### src/rtl/gk110_gpio_pkg.sv
// Shared constants for the gk110 GPIO input path.
// Holds the pad count, symbolic pin indices (bit order of every per-pin
// vector) and the default debounce length, which is 1 ms of cpu_clock.
package gk110_gpio_pkg;

   localparam int unsigned N_GPIO = 8;

   // Bit position of each pad within pin_in / pin_stable / edge_flags.
   typedef enum logic [2:0] {
      PIN_D5  = 3'd0,
      PIN_D6  = 3'd1,
      PIN_D9  = 3'd2,
      PIN_D10 = 3'd3,
      PIN_D11 = 3'd4,
      PIN_D12 = 3'd5,
      PIN_D13 = 3'd6,
      PIN_SDA = 3'd7
   } gpio_pin_e;

   localparam int unsigned CPU_FREQ                = 10_000_000;
   localparam int unsigned DEFAULT_DEBOUNCE_CYCLES = CPU_FREQ / 1000;
   localparam int unsigned DEFAULT_CNT_WIDTH       = 14;

endpackage

### src/rtl/gpio_debounce_bit.sv
// Single-pin conditioner: two-flop synchroniser, optional debounce counter
// and the accepted (stable) level.
// Ports:
//   cpu_clock, reset  clock and asynchronous active-high reset
//   pin_in            raw asynchronous pad level
//   debounce_en       1 = require DEBOUNCE_CYCLES of a new level, 0 = one cycle
//   init_done         0 while the top is still seeding stable from the synchroniser
//   pin_sync          second synchroniser stage
//   stable            conditioned level
//   rise, fall        high in the cycle whose edge will move stable 0->1 / 1->0
module gpio_debounce_bit
   import gk110_gpio_pkg::*;
#(
   parameter int unsigned DEBOUNCE_CYCLES = DEFAULT_DEBOUNCE_CYCLES,
   parameter int unsigned CNT_WIDTH       = DEFAULT_CNT_WIDTH
) (
   input  logic cpu_clock,
   input  logic reset,
   input  logic pin_in,
   input  logic debounce_en,
   input  logic init_done,
   output logic pin_sync,
   output logic stable,
   output logic rise,
   output logic fall
);

   localparam logic [CNT_WIDTH-1:0] LAST_FULL = CNT_WIDTH'(DEBOUNCE_CYCLES - 1);

   logic                 s1;
   logic                 s2;
   logic [CNT_WIDTH-1:0] cnt;
   logic [CNT_WIDTH-1:0] last;
   logic                 accept;

   // ">=" rather than "==" so that shortening D mid-count (debounce_en
   // dropped) accepts on the next differing edge instead of running on.
   always_comb begin
      last   = debounce_en ? LAST_FULL : '0;
      accept = init_done && (s2 != stable) && (cnt >= last);
   end

   assign rise     = accept &  s2;
   assign fall     = accept & ~s2;
   assign pin_sync = s2;

   always_ff @(posedge cpu_clock or posedge reset) begin
      if (reset) begin
         s1     <= 1'b0;
         s2     <= 1'b0;
         stable <= 1'b0;
         cnt    <= '0;
      end else begin
         s1 <= pin_in;
         s2 <= s1;
         if (!init_done) begin
            stable <= s2;
            cnt    <= '0;
         end else if (s2 == stable) begin
            cnt <= '0;
         end else if (accept) begin
            stable <= s2;
            cnt    <= '0;
         end else begin
            cnt <= cnt + 1'b1;
         end
      end
   end

endmodule

### src/rtl/gpio_in_conditioner.sv
// GPIO input conditioner between the SB_IO D_IN_0 pads and gk110 pin inputs.
// Synchronises and optionally debounces every pad, latches enabled edges
// into sticky write-1-to-clear flags and raises a masked level interrupt.
// Ports:
//   cpu_clock, reset  clock and asynchronous active-high reset
//   pin_in            raw pad levels (asynchronous)
//   debounce_en       per-pin debounce select
//   rise_en, fall_en  per-pin edge enables for flag setting
//   irq_en            per-pin interrupt mask
//   flag_clr          write-1-to-clear strobe for edge_flags
//   pin_sync          synchronised, undebounced levels
//   pin_stable        conditioned levels to gk110
//   edge_flags        sticky edge flags
//   irq               OR of enabled flags
module gpio_in_conditioner
   import gk110_gpio_pkg::*;
#(
   parameter int unsigned N_PINS          = N_GPIO,
   parameter int unsigned DEBOUNCE_CYCLES = DEFAULT_DEBOUNCE_CYCLES,
   parameter int unsigned CNT_WIDTH       = DEFAULT_CNT_WIDTH
) (
   input  logic              cpu_clock,
   input  logic              reset,
   input  logic [N_PINS-1:0] pin_in,
   input  logic [N_PINS-1:0] debounce_en,
   input  logic [N_PINS-1:0] rise_en,
   input  logic [N_PINS-1:0] fall_en,
   input  logic [N_PINS-1:0] irq_en,
   input  logic [N_PINS-1:0] flag_clr,
   output logic [N_PINS-1:0] pin_sync,
   output logic [N_PINS-1:0] pin_stable,
   output logic [N_PINS-1:0] edge_flags,
   output logic              irq
);

   logic [1:0]        init_cnt;
   logic              init_done;
   logic [N_PINS-1:0] rise;
   logic [N_PINS-1:0] fall;
   logic [N_PINS-1:0] set;

   // pin_stable is seeded from the synchroniser for three edges after reset
   // so pads already high at power-up do not report a rising edge.
   assign init_done = (init_cnt == 2'd3);

   always_ff @(posedge cpu_clock or posedge reset) begin
      if (reset) begin
         init_cnt <= 2'd0;
      end else if (!init_done) begin
         init_cnt <= init_cnt + 2'd1;
      end
   end

   for (genvar i = 0; i < N_PINS; i++) begin : g_pin
      gpio_debounce_bit #(
         .DEBOUNCE_CYCLES (DEBOUNCE_CYCLES),
         .CNT_WIDTH       (CNT_WIDTH)
      ) u_bit (
         .cpu_clock   (cpu_clock),
         .reset       (reset),
         .pin_in      (pin_in[i]),
         .debounce_en (debounce_en[i]),
         .init_done   (init_done),
         .pin_sync    (pin_sync[i]),
         .stable      (pin_stable[i]),
         .rise        (rise[i]),
         .fall        (fall[i])
      );
   end

   assign set = (rise & rise_en) | (fall & fall_en);

   // A set in the same cycle as a clear on that bit leaves the flag at 1.
   always_ff @(posedge cpu_clock or posedge reset) begin
      if (reset) begin
         edge_flags <= '0;
      end else begin
         edge_flags <= (edge_flags & ~flag_clr) | set;
      end
   end

   assign irq = |(edge_flags & irq_en);

endmodule

### config.mk
export PLATFORM = sky130hd
export DESIGN_NAME = gpio_in_conditioner
export DESIGN_NICKNAME = d
export VERILOG_FILES = /design/src/rtl/gk110_gpio_pkg.sv /design/src/rtl/gpio_debounce_bit.sv /design/src/rtl/gpio_in_conditioner.sv
export SDC_FILE = /design/constraint.sdc
export NUM_CORES = 1
export LEC_CHECK = 0
export CELL_PAD_IN_SITES_DETAIL_PLACEMENT = 1
export CELL_PAD_IN_SITES_GLOBAL_PLACEMENT = 2
export CORE_MARGIN = 8
export CORE_UTILIZATION = 35
export CTS_CLUSTER_DIAMETER = 50
export DETAILED_ROUTE_END_ITERATION = 10
export DONT_BUFFER_PORTS = 1
export PLACE_DENSITY_LB_ADDON = 0.1
export SYNTH_ARGS = -nofsm -noshare
export SYNTH_HDL_FRONTEND = slang
export SYNTH_SLANG_ARGS = --single-unit
export TNS_END_PERCENT = 5
### constraint.sdc
create_clock -name cpu_clock -period 4.5 [get_ports cpu_clock]
set_input_delay 0.45 -clock cpu_clock [delete_from_list [all_inputs] [get_ports cpu_clock]]
set_output_delay 0.45 -clock cpu_clock [all_outputs]
set_load 0.005 [all_outputs]
==> results.md <==
* DRC viols at 0
* CP required at roughly 4800 ps
* Compound-Gate Fraction of Synth Area at approximately 6.3%
* Post-DP Area at 8393 µm²
* Post-synthesis sequential area ratio at 44.77%
* Minimum clock period at ~2600 ps
* Peak supply drop at between 0.15 and 0.2 mV
* R2r worst-path depth at 6
* Max Cap Viol at 0
* Inserted Clock Buffers at 17
* Total number of vias at about 5800
* Achievable Freq at between 300 and 400 MHz
* FFs w/ async S/R, synth at 100.0%
* Final Cycle Share at about 58%
* Post-synthesis mux area share at about 2.3%
* Hold Buf Count CTS at 0
* CP Class: reg -> reg
* DR vias/cell at ~5
* Number of synthesized register bits at 146
* DIE AREA at 28460 µm²
* Total Routed Length at ~19 mm
* Most frequent cells in the layout: dfrtp_1, nor2_1, ha_1, xor2_1, nand3_1
* I/O pin cnt at 75
* Clock skew at ~11 ps
* Crit end category: flop
* Chip width at 168.7 µm
* GRT Util Overall at 14.19%
* XOR/XNOR share of the synthesized area at around 11%
* Htree depth at 4
* Outcome: complete, but fails checks
* Antenna viol nets, final at 0
* Core box area at ~23000 µm²
* Largest family of logic cells by synthesized area: simple AND/OR/NAND/NOR gates
* Clock transition at path regs at ~60 ps
* Fill cell count at 2641
* Avg Cell Area, Syn at roughly 10 µm²
* Area Overhead vs Synth at 9.890%
* CP Max Fanout at 14
* Syn Std Cell Area at ~8200 µm²
* Slew Limit Fails at 0
* Setup TNS at 0 ps
* Leakage at roughly 4 nW
* WHS at -9.005 ps
* Post-synth net total at between 900 and 1000
* Setup violations, final at 0
* Clock sink count at 146
* Post-synthesis cell count at roughly 820
* Detailed placer's ending HPWL at ~14 mm
* Starting Density at between 30% and 40%
* FP Rows at 56
* Simple-gate area share of the yosys netlist at between 20% and 30%
* Routed wire per std cell at 16.71 µm
* Post-route cell area at ~9000 µm²
* Iteration-0 DRC Markers at 207
* CP arrival at approximately 3000 ps
* Slew @ Worst Pin at roughly 800 ps
* Max-slew headroom at a little under half
* Ys Warns at 0
* PwrDens at 407.8 nW/µm²
* Post-cts resize count at 0
* Netlist cell types at 49
* Post-synth EDFFs at 0
* Crit start category: flop
* CTS tree: yes
* Commonest non-fill, non-tap cell in the layout: dfrtp_1
* First-pass GRT wire length at between 30 and 40 mm
* Post-CTS Setup Bufs at 0
* Port Buffers at 0
* Post-synth top flop: dfrtp_1
* Via count of the first global-routing pass at around 6400
* Place WS at 1623 ps
* Root Driver: clkbuf_16
* Worst R2R Setup Slack at ~1900 ps
* Reg2reg end: g_pin[3].u_bit.cnt[4]$_DFF_PP0_
* Final worst setup slack at 1881 ps
* Insertion delay to the later sink of the worst-skew pair at 420 ps
* Unrepaired setup endpoints after global routing: no
* Reg2reg start: g_pin[3].u_bit.cnt[3]$_DFF_PP0_
* Clock tree buffer depth at 2
* Largest net degree at the start of global routing at 71
* Die Y at around 170 µm
* Overflow after GRT at 0
* Initial antenna violation count at 0
* Hold Vio Cnt, Final at 10
* Overall Power at around 0.0037 W
* TritonRoute pass-1 iters at 4
* Failing checks: negative hold slack
* Ant diodes at 0
* Synth Area in Adders at around 11%
* Hold Crit Class: in -> async
* Gpl congestion at 0.7535
* Fraction of layout instances using a drive strength above 1 at 8.161%
* Nets at 931
power by group:
group / switching (W) / total [W] / leakage [nW] / internal (W)
registers: 0.000176 / 0.00161 / 1.95 / 0.00144
logic: 0.000426 / 0.000666 / 1.84 / 0.000241
clock network: 0.000572 / 0.00138 / 0.268 / 0.000807
registers in the layout, summed over array words and instances (netlist names):
register,flops
g_pin.u_bit.stable,8
g_pin.u_bit.cnt,112
edge_flags,8
init_cnt,2
g_pin.u_bit.pin_sync,8
g_pin.u_bit.s1,8
synthesized netlist by cell type (2+ instances only):
| master | instances | area [µm²] |
|---|---|---|
| or3_1 | 2 | 12.51 |
| mux2_2 | 15 | 168.9 |
| o2111ai_1 | 2 | 17.52 |
| inv_1 | 39 | 146.4 |
| a41o_1 | 2 | 20.02 |
| xnor2_1 | 34 | 297.8 |
| nand3_1 | 62 | 310.3 |
| a31o_2 | 2 | 17.52 |
| buf_4 | 16 | 120.1 |
| o21ai_0 | 9 | 45.04 |
| or3b_2 | 2 | 17.52 |
| mux2i_1 | 2 | 20.02 |
| a22oi_1 | 5 | 37.54 |
| nand4bb_1 | 3 | 33.78 |
| a21oi_1 | 14 | 70.07 |
| nor2_1 | 124 | 465.5 |
| dfrtp_1 | 146 | 3654 |
| nand2_1 | 53 | 198.9 |
| o32ai_1 | 2 | 17.52 |
| and3_1 | 17 | 106.4 |
| o211ai_1 | 11 | 82.58 |
| o31ai_1 | 5 | 37.54 |
| a2111oi_0 | 4 | 35.03 |
| nor4_1 | 8 | 50.05 |
| and4_1 | 8 | 70.07 |
| xor2_1 | 69 | 604.3 |
| nor2b_1 | 5 | 31.28 |
| nor2_4 | 8 | 90.09 |
| o41ai_1 | 2 | 17.52 |
| nand2b_1 | 3 | 18.77 |
| o22ai_1 | 6 | 37.54 |
| nor3b_1 | 4 | 30.03 |
| ha_1 | 73 | 913.4 |
| nand4_1 | 18 | 112.6 |
| nor3_1 | 12 | 60.06 |
| clkbuf_1 | 10 | 37.54 |
| a21boi_0 | 2 | 15.01 |
| nor2_2 | 2 | 12.51 |
| a211oi_1 | 4 | 30.03 |
layout make-up:
type | count | area (µm²) | share of cell area [%]
Multi-Input combinational cell | 601 | 4167 | 46.46
Sequential cell | 146 | 3654 | 40.74
Clock buffer | 21 | 470.5 | 5.246
Tap cell | 319 | 399.1 | 4.451
Inverter | 39 | 151.4 | 1.688
Clock inverter | 11 | 103.9 | 1.158
Timing Repair Buffer | 3 | 22.52 | 0.2512
metal layers:
| metal | up-vias | GRT usage [%] | share of wire (%) |
|---|---|---|---|
| met3 | 19 | 3.494 | 3.7 |
| li1 | 2806 | - | - |
| met1 | 2911 | 17.37 | 46 |
| met5 | - | 0 | 0 |
| met4 | 0 | 4.348 | 1.3 |
| met2 | 81 | 24.23 | 49 |
through the flow:
stage / util (%) / std cells
final: 38.67 / 1140
after global routing: 38.67 / 1140
after CTS: 38.67 / 1140
after detailed placement: 36.19 / 1108
after global placement: 36.19 / 1108
after floorplan: - / 815
logic make-up after synthesis:
kind of cell             after synthesis
AND/OR/NAND/NOR                      335
XOR/XNOR                             103
buffers and inverters                 68
flip-flops                           146
multiplexers                          17
AO/OA/AOI/OAI                         73
adder cells (fa/ha/maj)               73
critical path, stage by stage (launching register included):
cell and delay, ps:
dfrtp_1 450, ha_1 320, a2111oi_0 400, o21ai_0 160
a211oi_1 410, nand3_1 530, nor2_1 260
how the worst max path moves through the flow:
stage / from / to / slack (ps) / cells past startpoint
global placement: debounce_en[1] / g_pin[1].u_bit.cnt[11]$_DFF_PP0_ / 1860 / 7
global route: g_pin[1].u_bit.cnt[3]$_DFF_PP0_ / g_pin[1].u_bit.cnt[8]$_DFF_PP0_ / 1490 / 6
CTS: g_pin[1].u_bit.cnt[3]$_DFF_PP0_ / g_pin[1].u_bit.cnt[7]$_DFF_PP0_ / 1800 / 6
finish: g_pin[3].u_bit.cnt[3]$_DFF_PP0_ / g_pin[3].u_bit.cnt[4]$_DFF_PP0_ / 1880 / 6
floorplan: reset / edge_flags[0]$_DFF_PP0_ / 130 / 1
detailed placement: debounce_en[3] / g_pin[3].u_bit.cnt[4]$_DFF_PP0_ / 1620 / 7
Power figures use the tool's default switching activity.
